## config.mk

```make
export PLATFORM = sky130hd
export DESIGN_NAME = chan_scan_hex
export DESIGN_NICKNAME = d
export VERILOG_FILES = /design/src/rtl/chan_scan_hex.sv
export SDC_FILE = /design/constraint.sdc
export NUM_CORES = 1
export LEC_CHECK = 0
export CORE_MARGIN = 1
export CORE_UTILIZATION = 30
export CTS_BUF_LIST = sky130_fd_sc_hd__clkbuf_8
export DETAILED_ROUTE_END_ITERATION = 6
export PLACE_DENSITY_LB_ADDON = 0.25
export SETUP_SLACK_MARGIN = 0.4
export SLEW_MARGIN = 10
export SYNTH_ARGS = -nofsm -noshare
export SYNTH_HDL_FRONTEND = slang
export SYNTH_SLANG_ARGS = --single-unit
```

## constraint.sdc

```tcl
create_clock -name CLOCK_50 -period 3.2 [get_ports CLOCK_50]
set_input_delay 0.64 -clock CLOCK_50 [delete_from_list [all_inputs] [get_ports CLOCK_50]]
set_output_delay 0.64 -clock CLOCK_50 [all_outputs]
set_load 0.02 [all_outputs]
```

## src/rtl/chan_scan_hex.sv

```systemverilog
// chan_scan_hex: N-channel selector, manual or auto-scanned channel, registered seven-segment digits.
// Define CHSCAN_CHIDX_EN to show the channel index on HEX1; otherwise HEX1 is held blank.
module chan_scan_hex #(
  parameter int N   = 4,
  parameter int W   = 2,
  parameter int DIV = 50_000_000,
  localparam int CW = ($clog2(N) > 1) ? $clog2(N) : 1
) (
  input  logic            CLOCK_50,
  input  logic            RESET,
  input  logic [N*W-1:0]  DATA,
  input  logic [CW-1:0]   SEL,
  input  logic            AUTO,
  input  logic            HOLD,
  output logic [CW-1:0]   CH,
  output logic [6:0]      HEX0,
  output logic [6:0]      HEX1,
  output logic            STEP
);

  localparam int PW = (DIV > 1) ? $clog2(DIV) : 1;

  typedef enum logic [1:0] {MANUAL, SCAN, PAUSE} state_t;

  state_t        state;
  state_t        nxt;
  logic [PW-1:0] pre;
  logic [PW-1:0] pre_base;
  logic [CW-1:0] sel_clamped;
  logic [3:0]    cur_val;

  function automatic logic [6:0] seg7(input logic [3:0] v);
    logic [6:0] s;
    case (v)
      4'h0: s = 7'b1000000;
      4'h1: s = 7'b1111001;
      4'h2: s = 7'b0100100;
      4'h3: s = 7'b0110000;
      4'h4: s = 7'b0011001;
      4'h5: s = 7'b0010010;
      4'h6: s = 7'b0000010;
      4'h7: s = 7'b1111000;
      4'h8: s = 7'b0000000;
      4'h9: s = 7'b0010000;
      4'hA: s = 7'b0001000;
      4'hB: s = 7'b0000011;
      4'hC: s = 7'b1000110;
      4'hD: s = 7'b0100001;
      4'hE: s = 7'b0000110;
      default: s = 7'b0001110;
    endcase
    return s;
  endfunction

  always_comb begin
    nxt = MANUAL;
    if (AUTO) nxt = HOLD ? PAUSE : SCAN;
  end

  // Leaving MANUAL always restarts the prescale count from zero.
  assign pre_base = (state == MANUAL) ? '0 : pre;

  generate
    if (N < (1 << CW)) begin : g_clamp
      assign sel_clamped = (SEL > CW'(N - 1)) ? CW'(N - 1) : SEL;
    end else begin : g_noclamp
      assign sel_clamped = SEL;
    end
  endgenerate

  assign cur_val = 4'(DATA[int'(CH) * W +: W]);

  always_ff @(posedge CLOCK_50 or posedge RESET) begin
    if (RESET) begin
      state <= MANUAL;
      CH    <= '0;
      pre   <= '0;
      STEP  <= 1'b0;
      HEX0  <= '1;
    end else begin
      state <= nxt;
      STEP  <= 1'b0;
      HEX0  <= seg7(cur_val);
      case (nxt)
        MANUAL: begin
          CH  <= sel_clamped;
          pre <= '0;
        end
        SCAN: begin
          if (pre_base == PW'(DIV - 1)) begin
            pre  <= '0;
            CH   <= (CH == CW'(N - 1)) ? '0 : CH + CW'(1);
            STEP <= 1'b1;
          end else begin
            pre <= pre_base + PW'(1);
          end
        end
        default: ;
      endcase
    end
  end

`ifdef CHSCAN_CHIDX_EN
  always_ff @(posedge CLOCK_50 or posedge RESET) begin
    if (RESET) HEX1 <= '1;
    else       HEX1 <= seg7(4'(CH));
  end
`else
  assign HEX1 = '1;
`endif

endmodule

```

==> results.txt <==
Post-Synth Adder-Cell Area: 0.0115
CTS Hold Bufs: 0
RR Startpoint: state[0]
Filler cells: 676
combinational power share: 0.133
Avg WL per Cell: 15.6 um
Max-slew headroom: 0.529
nets: 277
initial antenna violation count: 0
Post-Syn Instances: 235
Setup crit start kind: flip-flop
via count: 1954
layout cells sized above 1: 0.149
GR peak layer: met2
Worst Setup SP: state[0]
Pwr Total: 1.04 mW
post-layout min period: 2650 ps
ys async rst share: 1.00
cell with the most instances after synthesis: dfrtp_1
I/O pins: 31
crit share post-route: 0.830
drt pass-1 iters: 5
clock root buffer: clkbuf_8
TNS Setup: 0 ps
Die X: 87.0 um
GRT Overall Usage: 0.153
top cells by count, synth: dfrtp_1 (31), nand2_1 (28), nor2_1 (15)
vias in the first global route: 1659
XOR/XNOR share of the synthesized area: 0
Synth Cell Area: 2170 um2
Slew Viols, Final: 0
max incr delay on CP: 570 ps
Die Y-Extent: 87.0 um
IO Port Bufs: 23
Flop pwr share: 0.482
#FFs+latches synth: 37
Num Clock Sinks: 37
Clock Tree Buf Depth: 2
EDFF count, synth: 0
ranking of synthesized cells by area: dfrtp_1 (36%), dfstp_2 (7.3%), nand2_1 (4.8%)
Switch Pwr: 0.259 mW
post-DR vias/cell: 5.46
global-route track usage on met1: 0.228
area of the multi-input gates: 1130 um2
Die ar.: 7570 um2
CTS tree: built
DR DRC count: 0
compound-cell area share of the yosys netlist: 0.199
area delta synth->final: 20.3%
CP arrival: 2830 ps
Initial Utilization: 0.315
Pint: 0.776 mW
Worst path slowest cell: or4_4
Syn Area/Cell: 9.22 um2
first-pass GRT wire length: 8940 um
skew final: 11.9 ps
largest net degree at the start of global routing: 38
sequential share of the synthesized area: 0.431
Most used DFF post-synth: dfrtp_1
Clk pwr share: 0.385
Setup crit end kind: flip-flop
clock transition at the registers of the reported paths: 70 ps
ANT nets after route: 0
GR Util met3: 0.0322
CTS buffer count: 5
unrepaired setup endpoints after global routing: false
Sw Ratio: 0.250
Sequential Area: 936 um2
Ys Warns: 0
Core Rows: 30
initial DRC count: 189
LEAKAGE: 1.01 nW
Pwr Density: 397 nW/um2
HP Class: reg2reg
# diodes: 0
run status: finished, final reports clean
Simple-Gate Fraction of Synth Area: 0.261
number of buffers and inverters on the critical path: 0
RePlAce Congestion: 0.866
clk_lat worst skew: 290 ps
Max Freq: 377 MHz
dominant combinational cell family by area after synthesis: simple AND/OR/NAND/NOR gates
crit-path cells: or2_2, and2_1, ha_1, nand4_1, or4_4, or3_4, a31o_1, a22o_1
Final Setup Violations: 0
H-tree depth: 2
top cell type's share of synthesized area: 0.358
Synth area leader: dfrtp_1
hold path start: pre[0]
total grt overflow: 0
count of final hold-check violations: 0
number of max-cap violations: 0
mux share of post-synthesis cell area: 0.0300
drt total wl: 5570 um
worst-path maximum fanout: 11
Slew @ Worst Pin: 705 ps
kind of cell adding the most delay to the critical path: simple AND/OR/NAND/NOR gates
Core ar.: 6870 um2
IR Drop Worst-Case VDD: 0.136 mV
Final HPWL DP: 4000 um
crit path kind: reg2reg
Critical Path RT: 3370 ps
met2 GRT Util: 0.229
Synth cell types: 48
registers in the layout, summed over array words and instances, names as in the netlist:
register and flops:
STEP 1, HEX0 6, pre 26, CH 2
state 2
tightest hold or removal path, stage by stage (launching register included):
cell and delay [ps]:
dfrtp_1 380, nand2_1 60, o31ai_1 70
cell families after synthesis:
| family | after synthesis |
|---|---|
| multiplexers | 4 |
| AO/OA/AOI/OAI | 60 |
| buffers and inverters | 25 |
| flip-flops | 37 |
| AND/OR/NAND/NOR | 105 |
| other | 2 |
| adder cells (fa/ha/maj) | 2 |
cell usage in the layout, fill, tap and decap left out, types with 7 or more instances in the layout:
cell / instances
a21oi_1: 10
buf_4: 7
clkdlybuf4s50_1: 23
conb_1: 8
dfrtp_1: 29
inv_1: 9
nand2_1: 27
nand3_1: 12
nand4_1: 10
nor2_1: 15
o21ai_0: 10
o31ai_1: 8
repair_timing:
action,4_1_cts,5_1_grt
setup buffers,0,1
resized for setup,0,5
setup endpoints to repair,0,14
per-stage QoR:
stage               hold slack (ps)   util  instance area, um2  worst slack (ps)  instances
floorplan                       485      -                2190               414        241
finish                          543  0.380                2610               546        358
global placement                527  0.360                2480               553        349
CTS                             546  0.376                2580               514        357
global route                    593  0.380                2610               431        358
detailed placement              531  0.360                2480               520        349
path summary, 6_finish.rpt:
kind                             to  slack, ps  cells after the start
max                         pre[25]        550                      8
min                          pre[0]        540                      2
max reg2reg                 pre[25]        550                      8
min reg2reg                  pre[0]        540                      2
max in group asynchronous  state[1]       2070                      3
min in group asynchronous   pre[19]        770                      3
layer usage:
| metal | vias to the layer above | wire (um) | share of wire |
|---|---|---|---|
| met5 | - | 0 | 0 |
| met4 | 0 | 20 | 0.0036 |
| met3 | 2 | 235 | 0.042 |
| met2 | 64 | 2640 | 0.47 |
| met1 | 961 | 2680 | 0.48 |
| li1 | 927 | - | - |
layout make-up:
| class | count | area share |
|---|---|---|
| Tap cell | 96 | 0.0461 |
| Sequential cell | 37 | 0.359 |
| Clock inverter | 3 | 0.0149 |
| Timing Repair Buffer | 30 | 0.108 |
| Clock buffer | 5 | 0.0264 |
| Inverter | 8 | 0.0115 |
| Multi-Input combinational cell | 179 | 0.434 |
power groups by stage:
| stage | Clock [mW] | Combinational, mW | Sequential, mW |
|---|---|---|---|
| floorplan | 0 | 0.0701 | 0.523 |
| global placement | 0 | 0.138 | 0.507 |
| detailed placement | 0 | 0.138 | 0.508 |
| CTS | 0.407 | 0.139 | 0.499 |
| global route | 0.426 | 0.150 | 0.501 |
| finish | 0.399 | 0.138 | 0.499 |
Power figures use the tool's default switching activity.
